==> config.mk <==
export PLATFORM = sky130hd
export DESIGN_NAME = write_back_queue
export DESIGN_NICKNAME = d
export VERILOG_FILES = /design/src/rtl/write_back_queue.sv
export SDC_FILE = /design/constraint.sdc
export NUM_CORES = 1
export LEC_CHECK = 0
export CAP_MARGIN = 20
export CORE_ASPECT_RATIO = 1.5
export CORE_MARGIN = 4
export CORE_UTILIZATION = 25
export DETAILED_ROUTE_END_ITERATION = 8
export SLEW_MARGIN = 10
export SYNTH_ARGS = -nofsm -noshare
export SYNTH_HDL_FRONTEND = slang
export SYNTH_SLANG_ARGS = --single-unit
==> constraint.sdc <==
create_clock -name clk -period 4.4 [get_ports clk]
set_input_delay 0.44 -clock clk [delete_from_list [all_inputs] [get_ports clk]]
set_output_delay 0.44 -clock clk [all_outputs]
set_load 0.1 [all_outputs]
==> src/rtl/write_back_queue.sv <==
// Write-back stage: merges ALU results and in-order load returns onto one
// register-file write port, tracking outstanding load destinations in a FIFO.
`ifndef OP_WB_SIZE
`define OP_WB_SIZE 2
`endif
`ifndef WB_NONE
`define WB_NONE 2'd0
`endif
`ifndef WB_REGISTER
`define WB_REGISTER 2'd1
`endif
`ifndef WB_MEMORY
`define WB_MEMORY 2'd2
`endif

module write_back_queue #(
  parameter int DATA_WIDTH = 32,
  parameter int GPR_WIDTH  = 5,
  parameter int DEPTH      = 4,
  parameter int ZERO_REG   = 1,
  localparam int NUM_REGS  = 2 ** GPR_WIDTH,
  localparam int CNT_W     = $clog2(DEPTH + 1)
) (
  input  logic                   clk,
  input  logic                   reset,
  input  logic                   in_valid,
  output logic                   in_ready,
  input  logic [`OP_WB_SIZE-1:0] in_writeback,
  input  logic [GPR_WIDTH-1:0]   in_destination,
  input  logic [DATA_WIDTH-1:0]  in_result,
  input  logic                   mem_valid,
  input  logic [DATA_WIDTH-1:0]  mem_data,
  output logic [GPR_WIDTH-1:0]   write_address,
  output logic [DATA_WIDTH-1:0]  write_data,
  output logic                   write_enable,
  output logic [NUM_REGS-1:0]    pending_mask,
  output logic [CNT_W-1:0]       pending_count,
  output logic                   protocol_error
);

  localparam int PTR_W = (DEPTH > 1) ? $clog2(DEPTH) : 1;
  localparam logic [PTR_W-1:0] LAST_PTR = PTR_W'(DEPTH - 1);
  localparam logic [CNT_W-1:0] FULL_CNT = CNT_W'(DEPTH);

  logic [GPR_WIDTH-1:0]  dest_q [DEPTH];
  logic [PTR_W-1:0]      head_q, head_d, tail_q, tail_d;
  logic [CNT_W-1:0]      count_q, count_d;
  logic [GPR_WIDTH-1:0]  waddr_q, waddr_d;
  logic [DATA_WIDTH-1:0] wdata_q, wdata_d;
  logic                  we_q, we_d;
  logic                  perr_q, perr_d;

  logic                  is_reg, is_mem, q_empty, q_full;
  logic                  pop, push, reg_wr;
  logic [GPR_WIDTH-1:0]  head_dest;
  logic [PTR_W-1:0]      slot;

  always_comb begin
    is_reg    = (in_writeback == `WB_REGISTER);
    is_mem    = (in_writeback == `WB_MEMORY);
    q_empty   = (count_q == '0);
    q_full    = (count_q == FULL_CNT);
    pop       = mem_valid && !q_empty;
    head_dest = dest_q[head_q];
    // A returning load cannot stall, so it wins the port; a full queue may
    // still take a new load in the cycle its head pops.
    if (is_reg)      in_ready = !mem_valid;
    else if (is_mem) in_ready = !q_full || pop;
    else             in_ready = 1'b1;
    push   = in_valid && in_ready && is_mem;
    reg_wr = in_valid && in_ready && is_reg;
  end

  always_comb begin
    head_d  = head_q;
    tail_d  = tail_q;
    count_d = count_q;
    waddr_d = waddr_q;
    wdata_d = wdata_q;
    we_d    = 1'b0;
    perr_d  = perr_q | (mem_valid & q_empty);

    if (pop)  head_d = (head_q == LAST_PTR) ? '0 : head_q + 1'b1;
    if (push) tail_d = (tail_q == LAST_PTR) ? '0 : tail_q + 1'b1;

    case ({push, pop})
      2'b10:   count_d = count_q + 1'b1;
      2'b01:   count_d = count_q - 1'b1;
      default: count_d = count_q;
    endcase

    if (pop) begin
      waddr_d = head_dest;
      wdata_d = mem_data;
      we_d    = !((ZERO_REG != 0) && (head_dest == '0));
    end else if (reg_wr) begin
      waddr_d = in_destination;
      wdata_d = in_result;
      we_d    = !((ZERO_REG != 0) && (in_destination == '0));
    end
  end

  always_comb begin
    pending_mask = '0;
    slot         = '0;
    for (int k = 0; k < DEPTH; k++) begin
      if (CNT_W'(k) < count_q) begin
        slot = PTR_W'((int'(head_q) + k) % DEPTH);
        pending_mask[dest_q[slot]] = 1'b1;
      end
    end
    if (ZERO_REG != 0) pending_mask[0] = 1'b0;
  end

  always_ff @(posedge clk or posedge reset) begin
    if (reset) begin
      for (int i = 0; i < DEPTH; i++) dest_q[i] <= '0;
      head_q  <= '0;
      tail_q  <= '0;
      count_q <= '0;
      waddr_q <= '0;
      wdata_q <= '0;
      we_q    <= 1'b0;
      perr_q  <= 1'b0;
    end else begin
      if (push) dest_q[tail_q] <= in_destination;
      head_q  <= head_d;
      tail_q  <= tail_d;
      count_q <= count_d;
      waddr_q <= waddr_d;
      wdata_q <= wdata_d;
      we_q    <= we_d;
      perr_q  <= perr_d;
    end
  end

  assign write_address  = waddr_q;
  assign write_data     = wdata_q;
  assign write_enable   = we_q;
  assign pending_count  = count_q;
  assign protocol_error = perr_q;

endmodule

Word-level counts from Yosys, hierarchy flattened:

Index checks and enable logic that the tools add are counted.

* add/subtract/negate cells: 7
* order comparisons: 18
* equality and inequality tests: 7
* mux-type cells: 38
* bitwise gates (word level): 10
* reductions and logical operators: 20

Operator list (number)
* $mux W32: 6
* $or A32 B32 Y32: 3
* $mux W5: 11
* $bmux W5 S2: 4
* $lt A5 B6 Y1 const B: 4
* $bwmux W20: 1
* $demux W1 S5: 4
* $ge A5 B1 Y1 const B: 4
* $ge A3 B3 Y1 const B: 5
* $not A2 Y3: 5
* $demux W5 S2: 1
* $logic_not A5 Y1: 2
* $logic_and A1 B1 Y1: 9
* $eq A2 B2 Y1 const B: 4
* $mux W1: 8
* $add A2 B1 Y2 const B: 3
* $lt A1 B3 Y1 const A: 2
* $lt A2 B3 Y1 const A: 2
* $pmux W3 S2: 1
* $logic_not A1 Y1: 5
* $add A2 B2 Y2 const B: 2
* $eq A2 B1 Y1 const B: 2
* $mux W2: 2
* $reduce_bool A2 Y1: 2
* other kinds (8): 8

* register bits after elaboration: 66
* input port bits: 75
* output and inout bits: 75
* logic and storage cells: 111

Depth between registers and ports, before layout:

* depth after elaboration: 15
* mapped depth: 11
* gate-level depth less buffers: 9

Least setup slack after synthesis:

No wires, ideal clock.

* path kind: register to output
* start point: reg count_q[2], in the netlist pending_count[2]
* end point: out pending_mask[17]
* data arrival time: 4.033 ns
* data required time: 3.960 ns
* path slack: -0.073 ns
* stages on the path, launching flop included: 6
* path buffers: 1
* cell sequence: dfrtp_1 clkbuf_1 and2_1 a22o_1 nand2_1 o311ai_1

* longest elaborated chain between the ends: 8
* elaborated cells between the ends (all ways): 11

RTL lines
* from (decl): RTL line 47 `logic [CNT_W-1:0] count_q, count_d;`
* from (signal assigned): RTL line 129 `count_q <= count_d;`
* $lt A1 B3 Y1: RTL line 107 `if (CNT_W'(k) < count_q) begin`
* $mux W32: RTL line 107
* $or A32 B32 Y32 (no source line)
* $mux W32: RTL line 107
* $or A32 B32 Y32 (no source line)
* $mux W32: RTL line 107
* $or A32 B32 Y32 (no source line)
* $mux W32 (*): RTL line 107
* to (decl): RTL line 36 `output logic [NUM_REGS-1:0] pending_mask,`

Mark *: on every way between the ends. The rest lies on a longest branch, timed or not.

Worst setup path after layout:

* start point: reg head_q[1]
* end point: out pending_mask[7]

* longest elaborated chain between the ends: 15
* elaborated cells between the ends (all ways): 46

RTL lines
* from (decl): RTL line 46 `logic [PTR_W-1:0] head_q, head_d, tail_q, tail_d;`
* from (signal assigned): RTL line 118 `head_q <= '0;`
* from (signal assigned): RTL line 127 `head_q <= head_d;`
* $add A2 B1 Y2 / $not A2 Y3 (equally long branches): RTL line 108, 109
* $not A2 Y3 (implied by the code) / $bmux W5 S2 (equally long branches): RTL line 109 `pending_mask[dest_q[slot]] = 1'b1;`
* $bmux W5 S2 / $mux W5 (equally long branches): RTL line 109
* $mux W5 (implied by the code): RTL line 109
* $mux W5 (implied by the code), or another cell as far along: RTL line 109
* $lt A5 B6 Y1 (implied by the code), or another cell as far along: RTL line 109
* $logic_and A1 B1 Y1 (implied by the code) / $mux W1 (equally long branches): RTL line 109
* $mux W1 (implied by the code) / $demux W1 S5 (equally long branches): RTL line 109
* $demux W1 S5 / $mux W32 (equally long branches): RTL line 109, 107
* $or A32 B32 Y32 (no source line)
* $mux W32: RTL line 107
* $or A32 B32 Y32 (no source line)
* $mux W32: RTL line 107
* $or A32 B32 Y32 (no source line)
* $mux W32 (*): RTL line 107

Mark *: on every way between the ends. The rest lies on a longest branch, timed or not. The select of a mux whose other input is x is not followed.

==> key figures <==
Run status
  • Status: complete, no violations

Clock network
  • Reg clk slew, reported paths: 60 ps
  • H-tree depth: 3
  • Post-CTS resize count: 0
  • CTS tree: yes
  • TritonCTS Sinks: 66
  • Num CTS Buffers: 9
  • CTS hold repair buffers: 0
  • Max Root-Sink Buffers: 2
  • Setup bufs post-CTS: 0
  • Clk_lat worst skew: 330 ps
  • CTS root buf: clkbuf_16

Detailed routing
  • DRT iter0 DRCs: 289
  • Final wirelength: 16100 um
  • # DRC: 0
  • Vias per cell: 5.18
  • Iteration count of the initial detailed-routing pass: 5
  • Wire length per cell: 19.3 um
  • ANT nets after route: 0
  • Via count: 4305

Global routing
  • Congestion Overflow GR: 0
  • Pin count of the biggest net entering global routing: 61
  • Vias in the first global route: 4630
  • Total Routing Usage GR: 15.3%
  • Global-route wire length before repair: 25600 um
  • Initial antenna violation count: 0

Yosys
  • Syn Nets: 526
  • Ys async rst share: 100%
  • Synth area leaders: dfrtp_1 36%, mux2i_1 8.8%, mux4_2 8.7%, mux2_2 5.8%, o221ai_1 4.5%
  • Top-count cell post-synth: dfrtp_1
  • Ys Warns: 0
  • Synth cell types: 57
  • Sequential fraction of the synthesis area: 35.5%
  • Synthesized area: 0.00465 mm^2
  • Avg Inst Size Synth: 10.5 um^2
  • Primary FF master, synth: dfrtp_1
  • Commonest cells in the synthesized netlist: 66 x dfrtp_1, 44 x nor2_1, 41 x mux2i_1
  • Mapped Cells: 442
  • Post-synth EDFFs: 0
  • Cell taking the most area after synthesis: dfrtp_1
  • Area fraction of the dominant cell type after synthesis: 35.5%
  • Yosys reg bits: 66

STA
  • Fmax: 0.260 GHz
  • Final Hold Vio Count: 0
  • Final worst path period need: 3850 ps
  • Final period util: 87.5%
  • Setup violators final: 0
  • Setup tns final: 0 ps
  • Worst Skew: 7.80 ps
  • Max transition margin: 31.2%
  • Worst Tran Pin Value: 1030 ps
  • Unrepaired setup endpoints after global routing: no
  • Max-slew violation count: 0

Final layout
  • ANT cells: 0
  • Synth-to-layout area growth: 44.1%
  • Final instance area: 0.00670 mm^2
  • Fin nets: 662
  • Share of cells above drive strength 1: 19.2%

Placement
  • Area of placed instances: 0.00635 mm^2
  • Final Wtd Congestion: 0.954
  • Post-DP HPWL: 12900 um
  • Input/output buffers: 148

Floorplanning
  • Area of the core: 0.0181 mm^2
  • Boundary Pins: 150
  • Die H: 175 um
  • Effective utilization at floorplan: 25.7%
  • Die width: 119 um
  • Die area: 0.0209 mm^2
  • Row count: 60

Min path
  • Hold Path End: protocol_error
  • Hold Startpoint: protocol_error
  • WHS Path Cells: 1
  • Worst min path class: reg2reg

Setup path
  • Worst-path maximum fanout: 13
  • Crit path required time: 3960 ps
  • WP data arrival: 3410 ps
  • Critical path type: reg2out
  • Startpoint types: flip-flop
  • CP endpoint kind: primary output
  • Worst r2r dst: write_data[17]
  • Reg2Reg Depth: 7
  • FF-to-FF Start: pending_count[0]
  • Register-to-register setup slack: 2140 ps

Run
  • MaxCap Viol Count: 0
## sequential cells by signal, indices dropped and copies added (netlist names)
signal          count
protocol_error      1
write_data         32
head_q              2
pending_count       3
tail_q              2
dest_q             20
write_enable        1
write_address       5
## worst max-delay path by stage
stage,start,to,slack (ps),cells after the start
floorplan,pending_count[2],pending_mask[24],520,5
global placement,head_q[1],pending_mask[7],980,6
detailed placement,head_q[1],pending_mask[7],920,6
CTS,head_q[1],pending_mask[7],560,6
global route,head_q[1],pending_mask[12],360,6
finish,head_q[1],pending_mask[7],550,6
## through the flow
step	cells	util, %	setup slack (ps)	hold slack (ps)
6_report	831	37.0	550	492
5_1_grt	831	37.0	363	531
4_1_cts	831	37.0	562	500
3_5_place_dp	815	35.1	920	484
3_3_place_gp	815	35.1	983	478
2_1_floorplan	442	-	521	526
## cells by family after synthesis
group / after synthesis / synth area share [%]
AOI/OAI and AO/OA: 108 / 16.7
xor gates and xnor gates: 3 / 0.565
adders and majority gates: 9 / 2.42
buffers and inverters: 38 / 4.44
DFF: 66 / 35.5
muxes: 83 / 23.4
other: 1 / 0.0807
and+or+nand+nor: 134 / 17.0
## critical path: stages, from the launching register on
cell	delay [ps]
dfrtp_1	560
ha_1	720
mux4_2	610
nor2b_1	550
a32oi_1	230
o221ai_1	180
buf_12	220
## cell type report
class	instances	area, um^2
clock buffers	9	225
clock inverters	7	125
fillers	1783	11400
inverters	11	41.3
multi-input cells	338	2830
flip-flops and latches	66	1650
well taps	248	310
repair buffers	152	1520
## per-layer routing
metal	vias up	wire, um	global-route usage [%]
met5	-	0	0
met4	0	623	6.98
met3	44	981	3.53
met2	192	8880	29.7
met1	2097	5590	15.2
li1	1972	-	-
## cells in the final DEF, fill, tap and decap left out, drive strengths merged, types with 3 or more instances in the layout
master and count:
buf 35, mux2 24, clkbuf 9, xnor2 3, bufinv 3, nor2 46, a21oi 37, and2 6
nand2b 9, clkdlybuf4s50 117, nor2b 13, o211ai 3, a22oi 12, nand2 22, inv 12, nand3 8
o221ai 24, nand4 3, dfrtp 66, nor3 4, mux4 18, ha 9, nor4b 4, a32oi 16
and4bb 5, o21ai 6, nand3b 4, mux2i 41, clkinv 3
Power is left out: the tool's default activity adds up to more than one toggle a clock period on the data nets, which glitch-free logic cannot reach.
